### config.mk
export PLATFORM = sky130hd
export DESIGN_NAME = shared_vfifo_1r1w
export DESIGN_NICKNAME = d
export VERILOG_FILES = /design/src/rtl/shared_vfifo_pkg.sv /design/src/rtl/shared_vfifo_tracker.sv /design/src/rtl/shared_vfifo_1r1w.sv
export SDC_FILE = /design/constraint.sdc
export NUM_CORES = 1
export LEC_CHECK = 0
export ABC_AREA = 1
export ABC_CLOCK_PERIOD_IN_PS = 2740
export BUFFER_PORTS_ARGS = -buffer_cell sky130_fd_sc_hd__clkbuf_2
export CAP_MARGIN = 10
export CORE_MARGIN = 3
export CORE_UTILIZATION = 30
export DETAILED_ROUTE_END_ITERATION = 10
export PLACE_DENSITY_LB_ADDON = 0.15
export SLEW_MARGIN = 20
export SYNTH_ARGS = -nofsm -noshare
export SYNTH_HDL_FRONTEND = slang
export SYNTH_HIERARCHICAL = 1
export SYNTH_SLANG_ARGS = --single-unit
### constraint.sdc
create_clock -name clk_i -period 2.74 [get_ports clk_i]
set_input_delay 0 -clock clk_i [delete_from_list [all_inputs] [get_ports clk_i]]
set_output_delay 0 -clock clk_i [all_outputs]
set_load 0.01 [all_outputs]
### src/rtl/shared_vfifo_pkg.sv
// Shared helpers for the shared_vfifo_1r1w virtual-FIFO bank.
//   safe_clog2  : ceil(log2(n)) clamped to at least 1, so 1-entry or
//                 1-FIFO configurations still get a legal 1-bit field.
//   addr_width  : address width of the shared RAM (fifos * els entries).
package shared_vfifo_pkg;

  function automatic int safe_clog2(input int n);
    return (n <= 1) ? 1 : $clog2(n);
  endfunction

  function automatic int addr_width(input int fifos, input int els);
    return safe_clog2(fifos * els);
  endfunction

endpackage

### src/rtl/shared_vfifo_tracker.sv
// Pointer/occupancy tracker for one virtual FIFO.
// Ports:
//   clk_i, reset_n_i : clock, asynchronous active-low reset
//   enq, deq         : accepted enqueue / dequeue this cycle
//   wptr             : slot the next enqueue lands in
//   rptr_n           : read pointer after this cycle's dequeue
//   full, empty      : exact occupancy flags (count based, so els_p=1 works)
module shared_vfifo_tracker
  import shared_vfifo_pkg::*;
#(
  parameter int els_p = 4,
  localparam int ptr_w_lp = safe_clog2(els_p)
) (
  input  logic                clk_i,
  input  logic                reset_n_i,
  input  logic                enq,
  input  logic                deq,
  output logic [ptr_w_lp-1:0] wptr,
  output logic [ptr_w_lp-1:0] rptr_n,
  output logic                full,
  output logic                empty
);

  localparam int cnt_w_lp = safe_clog2(els_p + 1);

  logic [ptr_w_lp-1:0] wptr_r, rptr_r;
  logic [cnt_w_lp-1:0] count_r;

  function automatic logic [ptr_w_lp-1:0] ptr_inc(input logic [ptr_w_lp-1:0] p);
    return (p == ptr_w_lp'(els_p - 1)) ? '0 : p + ptr_w_lp'(1);
  endfunction

  assign wptr   = wptr_r;
  assign rptr_n = deq ? ptr_inc(rptr_r) : rptr_r;
  assign full   = (count_r == cnt_w_lp'(els_p));
  assign empty  = (count_r == '0);

  always_ff @(posedge clk_i or negedge reset_n_i) begin
    if (!reset_n_i) begin
      wptr_r  <= '0;
      rptr_r  <= '0;
      count_r <= '0;
    end else begin
      if (enq) wptr_r <= ptr_inc(wptr_r);
      rptr_r <= rptr_n;
      case ({enq, deq})
        2'b10:   count_r <= count_r + cnt_w_lp'(1);
        2'b01:   count_r <= count_r - cnt_w_lp'(1);
        default: count_r <= count_r;
      endcase
    end
  end

endmodule

### src/rtl/shared_vfifo_1r1w.sv
// Bank of fifos_p virtual FIFOs (els_p deep, width_p wide) sharing one
// 1R1W register-array RAM with registered read. Each FIFO has a head
// register fed by the RAM and a one-entry bypass register used when the
// enqueued element becomes the head immediately, so the RAM never sees a
// same-address read and write.
// Ports:
//   clk_i, reset_n_i : clock, asynchronous active-low reset
//   v_i, enq_id_i, data_i : shared producer enqueue (out-of-range id dropped)
//   ready_param_o    : per-FIFO not full
//   v_o, data_o      : per-FIFO not empty and head element
//   yumi_i           : per-FIFO dequeue, at most one bit per cycle
// Optional macro SHARED_VFIFO_CHECKS_EN adds simulation-only protocol checks.
module shared_vfifo_1r1w
  import shared_vfifo_pkg::*;
#(
  parameter int width_p = 8,
  parameter int els_p   = 4,
  parameter int fifos_p = 3,
  localparam int id_w_lp = safe_clog2(fifos_p)
) (
  input  logic                            clk_i,
  input  logic                            reset_n_i,
  input  logic                            v_i,
  input  logic [id_w_lp-1:0]              enq_id_i,
  input  logic [width_p-1:0]              data_i,
  output logic [fifos_p-1:0]              ready_param_o,
  output logic [fifos_p-1:0]              v_o,
  output logic [fifos_p-1:0][width_p-1:0] data_o,
  input  logic [fifos_p-1:0]              yumi_i
);

  localparam int ptr_w_lp  = safe_clog2(els_p);
  localparam int depth_lp  = fifos_p * els_p;
  localparam int addr_w_lp = addr_width(fifos_p, els_p);

  logic [ptr_w_lp-1:0] wptr   [fifos_p];
  logic [ptr_w_lp-1:0] rptr_n [fifos_p];
  logic [fifos_p-1:0]  full, empty, enq, same;

  logic [fifos_p-1:0][width_p-1:0] bypass_r, head_r, head_n;
  logic [fifos_p-1:0]              bypass_v_r;

  logic                 ram_we, ram_re;
  logic [addr_w_lp-1:0] ram_waddr, ram_raddr;
  logic [id_w_lp-1:0]   rd_id_n, rd_id_r;
  logic                 rd_v_r;
  logic [width_p-1:0]   mem [depth_lp];
  logic [width_p-1:0]   ram_q;

  for (genvar g = 0; g < fifos_p; g++) begin : g_trk
    shared_vfifo_tracker #(.els_p(els_p)) trk (
      .clk_i     (clk_i),
      .reset_n_i (reset_n_i),
      .enq       (enq[g]),
      .deq       (yumi_i[g]),
      .wptr      (wptr[g]),
      .rptr_n    (rptr_n[g]),
      .full      (full[g]),
      .empty     (empty[g])
    );
  end

  assign ready_param_o = ~full;
  assign v_o           = ~empty;

  // Enqueue decode, bypass selection and RAM port muxing. Enqueue is
  // one-hot and yumi is onehot0, so at most one FIFO drives each port.
  always_comb begin
    enq       = '0;
    same      = '0;
    ram_we    = 1'b0;
    ram_waddr = '0;
    ram_re    = 1'b0;
    ram_raddr = '0;
    rd_id_n   = '0;
    for (int i = 0; i < fifos_p; i++) begin
      enq[i]  = v_i && (enq_id_i == id_w_lp'(i)) && !full[i];
      // The incoming element is the head next cycle: keep it out of the RAM.
      same[i] = enq[i] && (wptr[i] == rptr_n[i]);
      if (enq[i] && !same[i]) begin
        ram_we    = 1'b1;
        ram_waddr = addr_w_lp'(i * els_p) + addr_w_lp'(wptr[i]);
      end
      // Another element remains behind the one leaving: fetch it as new head.
      if (yumi_i[i] && (wptr[i] != rptr_n[i])) begin
        ram_re    = 1'b1;
        ram_raddr = addr_w_lp'(i * els_p) + addr_w_lp'(rptr_n[i]);
        rd_id_n   = id_w_lp'(i);
      end
    end
  end

  // RAM data flows straight through to the head in the cycle it returns,
  // giving bubble-free back-to-back dequeues.
  always_comb begin
    head_n = head_r;
    data_o = '0;
    for (int i = 0; i < fifos_p; i++) begin
      if (rd_v_r && (rd_id_r == id_w_lp'(i))) head_n[i] = ram_q;
      data_o[i] = bypass_v_r[i] ? bypass_r[i] : head_n[i];
    end
  end

  always_ff @(posedge clk_i) begin
    if (ram_we) mem[ram_waddr] <= data_i;
    if (ram_re) ram_q <= mem[ram_raddr];
  end

  always_ff @(posedge clk_i or negedge reset_n_i) begin
    if (!reset_n_i) begin
      rd_v_r     <= 1'b0;
      rd_id_r    <= '0;
      bypass_v_r <= '0;
      bypass_r   <= '0;
      head_r     <= '0;
    end else begin
      rd_v_r <= ram_re;
      if (ram_re) rd_id_r <= rd_id_n;
      head_r <= head_n;
      for (int i = 0; i < fifos_p; i++) begin
        if (same[i]) bypass_r[i] <= data_i;
        // Set dominates clear.
        bypass_v_r[i] <= same[i] ? 1'b1 : (yumi_i[i] ? 1'b0 : bypass_v_r[i]);
      end
    end
  end

`ifdef SHARED_VFIFO_CHECKS_EN
  always @(posedge clk_i) begin
    if (reset_n_i) begin
      if (v_i && (int'(enq_id_i) < fifos_p) && full[enq_id_i])
        $error("shared_vfifo_1r1w: enqueue to full fifo %0d", enq_id_i);
      if (v_i && (int'(enq_id_i) >= fifos_p))
        $error("shared_vfifo_1r1w: enq_id_i %0d out of range", enq_id_i);
      if ((yumi_i & empty) != '0)
        $error("shared_vfifo_1r1w: yumi_i on empty fifo (%b)", yumi_i);
      if (!$onehot0(yumi_i))
        $error("shared_vfifo_1r1w: yumi_i not onehot0 (%b)", yumi_i);
      if (ram_we && ram_re && (ram_waddr == ram_raddr))
        $error("shared_vfifo_1r1w: same-address ram read/write at %0d", ram_waddr);
    end
  end
`else
`endif

endmodule

==> results of run 1 <==
-- critical path, stage by stage (launching register included) --
cell,delay (ns)
dfrtp_1,0.36
nand2_1,0.08
xnor2_1,0.27
nand2_1,0.09
nand2_1,0.14
nand2_4,0.08
nand2_2,0.16
nor2_1,0.08
a211oi_2,0.30
inv_2,0.07
or2_4,0.27
nor2_2,0.10
buf_4,0.19
-- worst min-delay path by stage --
stage               slack [ns]        start                   end  cells after the start
detailed placement        0.24    reset_n_i            head_r[14]                      1
finish                  0.0004  enq_id_i[0]  g_trk[0].trk/wptr[1]                      5
global placement          0.24    reset_n_i            head_r[14]                      1
floorplan                -0.30    reset_n_i           bypass_r[0]                      0
CTS                      0.002  enq_id_i[0]  g_trk[0].trk/wptr[1]                      5
global route              0.03    data_i[6]             mem[4][6]                      1
-- cells in the final DEF, fill, tap and decap left out, types with 4 or more instances in the layout --
master,netlist,routed
buf_12,0,7
dfrtp_1,75,75
clkbuf_16,0,18
dlygate4sd3_1,0,4
nor2_1,15,14
ha_1,6,6
nand3_2,4,4
nand4_1,51,51
buf_4,7,20
inv_8,0,4
inv_1,152,152
xnor2_1,6,6
o21ai_0,55,55
nor2_2,7,6
clkbuf_2,0,44
nand2_4,4,4
nand2_1,268,268
nand3_1,69,69
inv_6,0,5
inv_2,15,15
nor3_1,6,6
nand2_2,7,7
edfxtp_1,104,104
-- state kept, by name, summed over array words and instances (netlist names) --
| name | count |
|---|---|
| rd_v_r | 1 |
| rd_id_r | 2 |
| bypass_v_r | 3 |
| bypass_r | 24 |
| ram_q | 8 |
| g_trk.trk/count_r | 9 |
| head_r | 24 |
| mem | 96 |
| g_trk.trk/rptr_r | 6 |
| g_trk.trk/wptr | 6 |
-- layout make-up --
class	instances	area, um^2	area share, %
multi-input combinational	517	2560	26.1
clock buffer	19	454	4.64
tap	372	465	4.75
clock inverter	13	131	1.34
inverter	170	638	6.51
timing repair buffer	75	551	5.62
sequential	179	5000	51.0
-- what timing repair did --
| item | 4_1_cts | 5_1_grt |
|---|---|---|
| endpoints found under the hold margin | 83 | 0 |
| setup endpoints to repair | 0 | 24 |
| gates resized for setup | 0 | 4 |
| setup buffers | 0 | 0 |
| hold buffers | 4 | 0 |
-- power by group through the flow --
stage | Clock, mW | Combinational [mW] | Sequential, mW
4_1_cts | 2.50 | 5.13 | 3.97
6_report | 2.43 | 5.03 | 3.96
5_1_grt | 2.62 | 5.77 | 4.04
3_5_place_dp | 0 | 5.10 | 4.02
2_1_floorplan | 0 | 3.50 | 3.90
3_3_place_gp | 0 | 5.10 | 4.01
-- stage by stage --
stage                     instances  setup slack [ns]  power (mW)  util, %  hold WS (ns)
after global placement         1308             0.155        9.11     33.6         0.240
final                          1345             0.270        11.4     36.0      0.000412
after CTS                      1344            0.0684        11.6     35.9       0.00230
after detailed placement       1308            0.0698        9.13     33.6         0.236
after floorplan                 900             0.432        7.40        -        -0.296
after global routing           1345            0.0523        12.4     36.0        0.0280
-- per-layer routing --
metal | global-route usage, % | part of all wire (%) | vias to the layer above
li1 | - | - | 3013
met1 | 19.8 | 48 | 2789
met2 | 23.7 | 47 | 89
met3 | 2.33 | 2.9 | 23
met4 | 4.19 | 1.8 | 0
met5 | 0 | 0 | -
-- logic make-up after synthesis --
kind of cell	after synthesis	share of synthesized area (%)
AND/OR/NAND/NOR	435	23.7
buffers and inverters	204	9.87
flip-flops	179	59.8
AO/OA/AOI/OAI	64	4.10
XOR/XNOR	9	0.942
adder cells (fa/ha/maj)	9	1.62
==> flow_summary.toml, run 1 <==
[cts]
clkLatencyLatePin_ns = 0.43
cts_buffers = 17
cts.sinks = 179
cts_tree = "done"
clk_pin_slew_ns = 0.07
root_buffer = "clkbuf_16"
clockBufferDepth = 2
htreeDepth = 4

[logic_synthesis]
syn-mean-instance-area_um2 = 9.30
ys_top_cells_by_count = "nand2_1 (268), inv_1 (152), edfxtp_1 (104), dfrtp_1 (75), nand3_1 (69)"
syn-num-nets = 925
synth_seq_cells = 179
synth_cell_types = 33
syn_area_um2 = 8370
yosysMostFrequentCell = "nand2_1"
synth_enable_flop_cells = 104
synth.area.top_cells = "edfxtp_1 (37%), dfrtp_1 (22%), nand2_1 (12%)"
ys_warn_count = 6
ys_seq_area_share_pct = 59.8
synth_cells = 900
async_reset_ff_share_pct = 41.9
synth_top_area_share_pct = 37.3
synthFlopType = "edfxtp_1"
synth_top_area_cell = "edfxtp_1"

[setup_path]
cp.required_ns = 2.87
startpoint = "g_trk[2].trk/rptr_r[0]"
arrival_ns = 2.60
cp-end-kind = "flop"
r2r-end = "mem[5][7]"
startpoint_type = "flop"
ff2ff_path_depth = 12
path_class = "flop to flop"
rrSetupSlack_ns = 0.27
worstSetupEndpoint = "mem[5][7]"
cp_max_fo = 8
worstReg2RegStart = "g_trk[2].trk/rptr_r[0]"

[timing]
fmax_mhz = 405
finalSetupViolations = 0
hold_viol = 0
max_slew_margin_pct = 56.1
skew_ns = 0.0174
tns_ns = 0
rsz0062_at_grt = "false"
period_minus_slack_ns = 2.47
slew_viol_final = 0
period_share_pct = 90.2
worstMarginPinSlew_ns = 0.657

[routing]
wirelength_mm = 21.0
post_drt_wl_per_cell_um = 15.6
drtAntennaViolNets = 0
first_iter_violations = 338
drc = 0
vias_per_cell = 4.40
drt-pass1-iter-count = 5
vias = 5914

[global_route]
grt_pass1_wl_mm = 34.2
antenna_found_initial = 0
grt_overflow = 0
grt_max_degree = 76
track_usage_pct = 14.4
first_global_vias = 5986

[placement]
port_buffers = 45
gp_congestion = 0.833
placed_area_um2 = 9130
dp_hpwl_mm = 14.0

[pwr]
pwr-share-clk_pct = 21.2
ir_drop_mv = 0.648
p_sw_mw = 4.82
leakage_nw = 4.64
power_density_nw_per_um2 = 1170
p_sw_share_pct = 42.2
combinationalPowerShare_pct = 44.1
p_int_mw = 6.60
p_seq_share_pct = 34.7

[flow_run]
cap_violations = 0

[cells_and_area]
nNetsFinal = 985
antenna_cells = 0
fin_area_um2 = 9800
nFillCells = 2824
drive_gt1_share_pct = 15.3
synthToLayoutAreaGrowth_pct = 17.1

[floorplan]
dieWidth_um = 173
core-area_um2 = 27200
initial_core_util_pct = 30.8
dieArea_um2 = 29900
die_y_um = 173
fp-row-count = 60
ios = 46

[hold_path]
hp-class = "input port to flop"

[run_status]
status = "completed"
Note: power is estimated with default switching activity, not from simulation.
==> run 2: changes to the inputs <==
--- a/config.mk
+++ b/config.mk
@@ -16,5 +16,4 @@
 export SLEW_MARGIN = 20
 export SYNTH_ARGS = -nofsm -noshare
 export SYNTH_HDL_FRONTEND = slang
-export SYNTH_HIERARCHICAL = 1
 export SYNTH_SLANG_ARGS = --single-unit
==> flow_summary.toml, run 2 <==
[run_status]
status = "completed"

[logic_synthesis]
synth_top_family_by_area = "simple AND/OR/NAND/NOR gates"
synth-compound-area-share_pct = 7.69
syn-num-nets = 847
synthXorXnorAreaFrac_pct = 1.24
ys_top_cells_by_count = "nand2_1 (205), inv_1 (122), edfxtp_1 (104), o21ai_0 (89), dfrtp_1 (75)"
syn-mean-instance-area_um2 = 9.96
synth_enable_flop_cells = 104
synthMuxAreaShare_pct = 0
synth_top_area_share_pct = 38.2
synth_cell_types = 37
synth_cells = 820
synth_seq_cells = 179
syn_area_um2 = 8170
synthFlopType = "edfxtp_1"
ys_seq_area_share_pct = 61.2
yosysMostFrequentCell = "nand2_1"
async_reset_ff_share_pct = 41.9
yosys.area_share.simple_pct = 19.7
synth_adder_area_share_pct = 1.96
ys_warn_count = 0
synth_top_area_cell = "edfxtp_1"
synth.area.top_cells = "edfxtp_1 (38%), dfrtp_1 (23%), nand2_1 (9.4%)"

[cts]
clkLatencyLatePin_ns = 0.43
cts.sinks = 179
htreeDepth = 4
cts_tree = "done"
root_buffer = "clkbuf_16"
cts_buffers = 17
clockBufferDepth = 2
clk_pin_slew_ns = 0.07

[global_route]
grt_pass1_wl_mm = 32.7
track_usage_pct = 14.9
antenna_found_initial = 0
first_global_vias = 5524
grt_overflow = 0
grt_max_degree = 76

[cells_and_area]
final_common_cell = "nand2_1"
layoutNonFillerInstCount = 1244
finish.utilization_pct = 36.2
fin_area_um2 = 9560
final_cell_mix = "nand2_1 (202), inv_1 (122), edfxtp_1 (104)"
largest_reg_flops = 96
nNetsFinal = 923
nFillCells = 2697
top_register = "mem"
reg_top3 = "mem (96), bypass_r (24), head_r (24)"
drive_gt1_share_pct = 16.5
synthToLayoutAreaGrowth_pct = 17.0
antenna_cells = 0

[setup_path]
cp.required_ns = 2.92
arrival_ns = 2.76
crit_path_frequent_cell = "nand2_1"
critPathMaxStageDelay_ns = 0.40
startpoint_type = "flop"
cp_max_fo = 33
cp-end-kind = "flop"
path_cells = "ha_1, nand2_1, o21ai_2, inv_2, nand2_1, nand2_1, nand2_2, nand2_2, nand2_1, nand3_4, nand2_4, buf_12, nand2_1, nand3_1, nand3_1, nand3_1, nand2_1"
cpMaxStageDelayCell = "dfrtp_1"
path_class = "flop to flop"

[floorplan]
ios = 46
core-area_um2 = 26400
fp-row-count = 59
dieArea_um2 = 29200
dieWidth_um = 171
initial_core_util_pct = 30.9
die_y_um = 171

[placement]
dp_hpwl_mm = 13.8
placed_area_um2 = 8850
port_buffers = 45
gp_congestion = 0.796
placedCellCount = 1200

[timing]
tns_ns = 0
slew_viol_final = 0
period_minus_slack_ns = 2.58
finalSetupViolations = 0
fmax_mhz = 388
worstMarginPinSlew_ns = 0.978
hold_viol = 0
period_share_pct = 94.1
max_slew_margin_pct = 34.8
skew_ns = 0.0141
rsz0062_at_grt = "false"

[routing]
wl_met3_um = 672
first_iter_violations = 474
drc = 0
post_drt_wl_per_cell_um = 16.9
vias = 5610
routed.top_layer = "met4"
met1_length_mm = 10.1
vias_per_cell = 4.51
drtAntennaViolNets = 0
drt-pass1-iter-count = 5
wirelength_mm = 21.1
routed-wl-met2_mm = 10.0

[pwr]
ir_drop_mv = 0.461
leakage_nw = 4.24
power_density_nw_per_um2 = 1130

[flow_run]
cap_violations = 0

[hold_path]
hp-class = "input port to flop"
## run 2: cell types whose count changed after synthesis, moves of 9 or more
cell and change:
o21ai_0 +34, nand4_1 -48, inv_1 -30, nand2_1 -63, inv_2 -14, o21ai_1 +10
buf_2 -9, nor2_1 +23, nand3b_1 +21
## run 2: worst max-delay path: cells and delay by family, from the launching register on
kind / cells / cell delay (ns)
AND/OR/NAND/NOR: 13 / 1.31
flip-flops: 1 / 0.40
adder cells (fa/ha/maj): 1 / 0.28
buffers and inverters: 2 / 0.24
AO/OA/AOI/OAI: 1 / 0.09
## run 2: area by class of cell
class	count	area (um^2)	area share, %
tap	335	419	4.39
multi-input combinational	491	2530	26.5
clock buffer	17	425	4.45
inverter	125	484	5.07
clock inverter	15	146	1.53
timing repair buffer	82	551	5.76
sequential	179	5000	52.3
## run 2: cell families (layout without fill, tap and decap cells)
group / count (synthesis) / after routing
AO/OA/AOI/OAI: 117 / 117
XOR/XNOR: 9 / 9
buffers and inverters: 152 / 239
adder cells (fa/ha/maj): 11 / 11
AND/OR/NAND/NOR: 352 / 354
flip-flops: 179 / 179
## run 2: path summary, 6_finish.rpt
kind	start	to	slack (ns)	cells after the start
max in group asynchronous	reset_n_i	head_r[7]	1.84	2
min reg2reg	g_trk[0].trk.count_r[0]	g_trk[0].trk.count_r[0]	0.47	1
max	g_trk[1].trk.rptr_r[0]	ram_q[3]	0.16	17
min	v_i	bypass_v_r[1]	0.03	4
min in group asynchronous	reset_n_i	bypass_r[13]	0.28	2
max reg2reg	g_trk[1].trk.rptr_r[0]	ram_q[3]	0.16	17
## run 2: metal layers
metal,up-vias,track usage [%]
li1,2822,-
met1,2673,20.5
met2,97,24.2
met3,18,2.47
met4,0,4.23
met5,-,0
## run 2: power breakdown
part | internal [mW] | switching (mW)
logic | 1.53 | 2.98
clock network | 1.21 | 1.18
registers | 3.62 | 0.284
## run 2: what timing repair did
| action | in CTS | in global routing |
|---|---|---|
| buffers inserted | 0 | 5 |
| endpoints found under the hold margin | 81 | 0 |
| hold buffers | 5 | 0 |
| endpoints found under the setup margin | 0 | 56 |
| gates resized for setup | 0 | 9 |
## run 2: stage by stage
stage                     power (mW)  hold WS (ns)  worst slack, ns
after floorplan                 6.99        -0.296            0.314
after global placement          8.32         0.247            0.117
after detailed placement        8.35         0.236            0.117
after CTS                       10.8       0.00583            0.102
after global routing            11.7        0.0409          0.00561
final                           10.8        0.0257            0.161
==> run 3: changes to the inputs <==
--- a/config.mk
+++ b/config.mk
@@ -9,6 +9,8 @@
 export ABC_CLOCK_PERIOD_IN_PS = 2740
 export BUFFER_PORTS_ARGS = -buffer_cell sky130_fd_sc_hd__clkbuf_2
 export CAP_MARGIN = 10
+export CELL_PAD_IN_SITES_DETAIL_PLACEMENT = 0
+export CELL_PAD_IN_SITES_GLOBAL_PLACEMENT = 1
 export CORE_MARGIN = 3
 export CORE_UTILIZATION = 30
 export DETAILED_ROUTE_END_ITERATION = 10
==> flow_summary.toml, run 3 (synthesis results as in run 2) <==
[timing]
finalSetupViolations = 0
period_share_pct = 91.0
hold_slack_ns = 0.0170
rsz0062_at_grt = "true"
hold_viol = 0
fmax_mhz = 401
slew_viol_final = 0
worstMarginPinSlew_ns = 0.749
worst_slack_ns = 0.246
period_minus_slack_ns = 2.49
max_slew_margin_pct = 50.1
skew_ns = 0.0246

[routing]
drt-pass1-iter-count = 4
drtAntennaViolNets = 0
vias_per_cell = 4.51
drc = 0
post_drt_wl_per_cell_um = 17.1
vias = 5601
first_iter_violations = 466
wirelength_mm = 21.2

[placement]
dp_hpwl_mm = 14.3
placedCellCount = 1202
gp_congestion = 0.747
dp_slack_ns = 0.142
port_buffers = 45

[floorplan]
die_y_um = 171
initial_core_util_pct = 30.9
dieArea_um2 = 29200
fp-row-count = 59
core-area_um2 = 26400
dieWidth_um = 171
ios = 46

[cts]
clkLatencyLatePin_ns = 0.44
clk_pin_slew_ns = 0.08
clockBufferDepth = 2
htreeDepth = 4
cts.sinks = 179
root_buffer = "clkbuf_16"
cts_tree = "done"
cts_buffers = 17

[pwr]
total_power_mw = 10.8
ir_drop_mv = 0.403
power_density_nw_per_um2 = 1130
leakage_nw = 4.24

[global_route]
grt_pass1_wl_mm = 32.9
grt_max_degree = 54
antenna_found_initial = 0
track_usage_pct = 15.1
first_global_vias = 5537
grt_overflow = 0

[setup_path]
startpoint_type = "flop"
cp-end-kind = "flop"
cp_max_fo = 20
cp.required_ns = 2.91
arrival_ns = 2.67
path_class = "flop to flop"

[cells_and_area]
final_cell_mix = "nand2_1 (203), inv_1 (122), edfxtp_1 (104)"
layoutNonFillerInstCount = 1241
top_register = "mem"
multi_input_area_um2 = 2520
drive_gt1_share_pct = 16.3
antenna_cells = 0
reg_top3 = "mem (96), bypass_r (24), head_r (24)"
register_area_um2 = 5000
final_common_cell = "nand2_1"
largest_reg_flops = 96
nNetsFinal = 920
nFillCells = 2727
synthToLayoutAreaGrowth_pct = 17.2

[flow_run]
cap_violations = 0

[run_status]
status = "completed"

[hold_path]
hp-class = "input port to flop"
==> run 3: metrics by stage <==
step / TNS, ns / util, % / cell area [um^2]
floorplan: 0 / - / 8170
global placement: 0 / 33.5 / 8870
detailed placement: 0 / 33.5 / 8870
CTS: 0 / 35.9 / 9500
global route: -0.00237 / 36.2 / 9570
finish: 0 / 36.2 / 9570
==> run 3: report_power, final <==
part           leakage [nW]  switching, mW  total, mW  internal [mW]
Sequential             1.86          0.286       3.91           3.63
Clock                 0.290           1.12       2.46           1.33
Combinational          2.09           2.93       4.47           1.54
Total                  4.24           4.34       10.8           6.50
==> run 3: path summary, 6_finish.rpt <==
kind,from,endpoint,slack [ns],cells past startpoint
max,g_trk[1].trk.rptr_r[0],ram_q[6],0.25,15
min,enq_id_i[0],bypass_v_r[1],0.02,3
max reg2reg,g_trk[1].trk.rptr_r[0],ram_q[6],0.25,15
min reg2reg,g_trk[0].trk.count_r[0],g_trk[0].trk.count_r[0],0.48,1
max in group asynchronous,reset_n_i,bypass_r[16],1.86,3
min in group asynchronous,reset_n_i,g_trk[0].trk.count_r[2],0.15,2
==> run 3: cell type report <==
class                   instances  share of cell area (%)
clock buffers                  18                    4.71
repair buffers                 80                    5.78
clock inverters                14                    1.45
multi-input cells             490                    26.4
inverters                     125                    5.06
well taps                     335                    4.38
flip-flops and latches        179                    52.3
==> run 3: what timing repair did <==
action	CTS	global route
buffers inserted	0	2
hold buffers	4	0
resized for setup	0	8
endpoints found under the hold margin	58	0
endpoints found under the setup margin	0	60
==> run 3: routing by layer <==
layer	global-route usage, %	share of wire [%]	vias to the layer above
met2	24.7	47	53
met4	3.46	0.75	0
met1	21.1	50	2720
li1	-	-	2820
met5	0	0	-
met3	2.59	2.2	8
==> run 3: critical path, stage by stage, from the launching register on <==
cell and delay (ns):
dfrtp_1 0.40, ha_1 0.28, nand2_1 0.06, o21ai_2 0.09, inv_2 0.05, nand2_1 0.05, nand2_1 0.05, nand2_2 0.12
nand3_1 0.19, nand3_4 0.23, buf_6 0.23, nand3b_1 0.10, nand3_1 0.15, o21ai_2 0.07, nand2_1 0.06, nand3_1 0.07
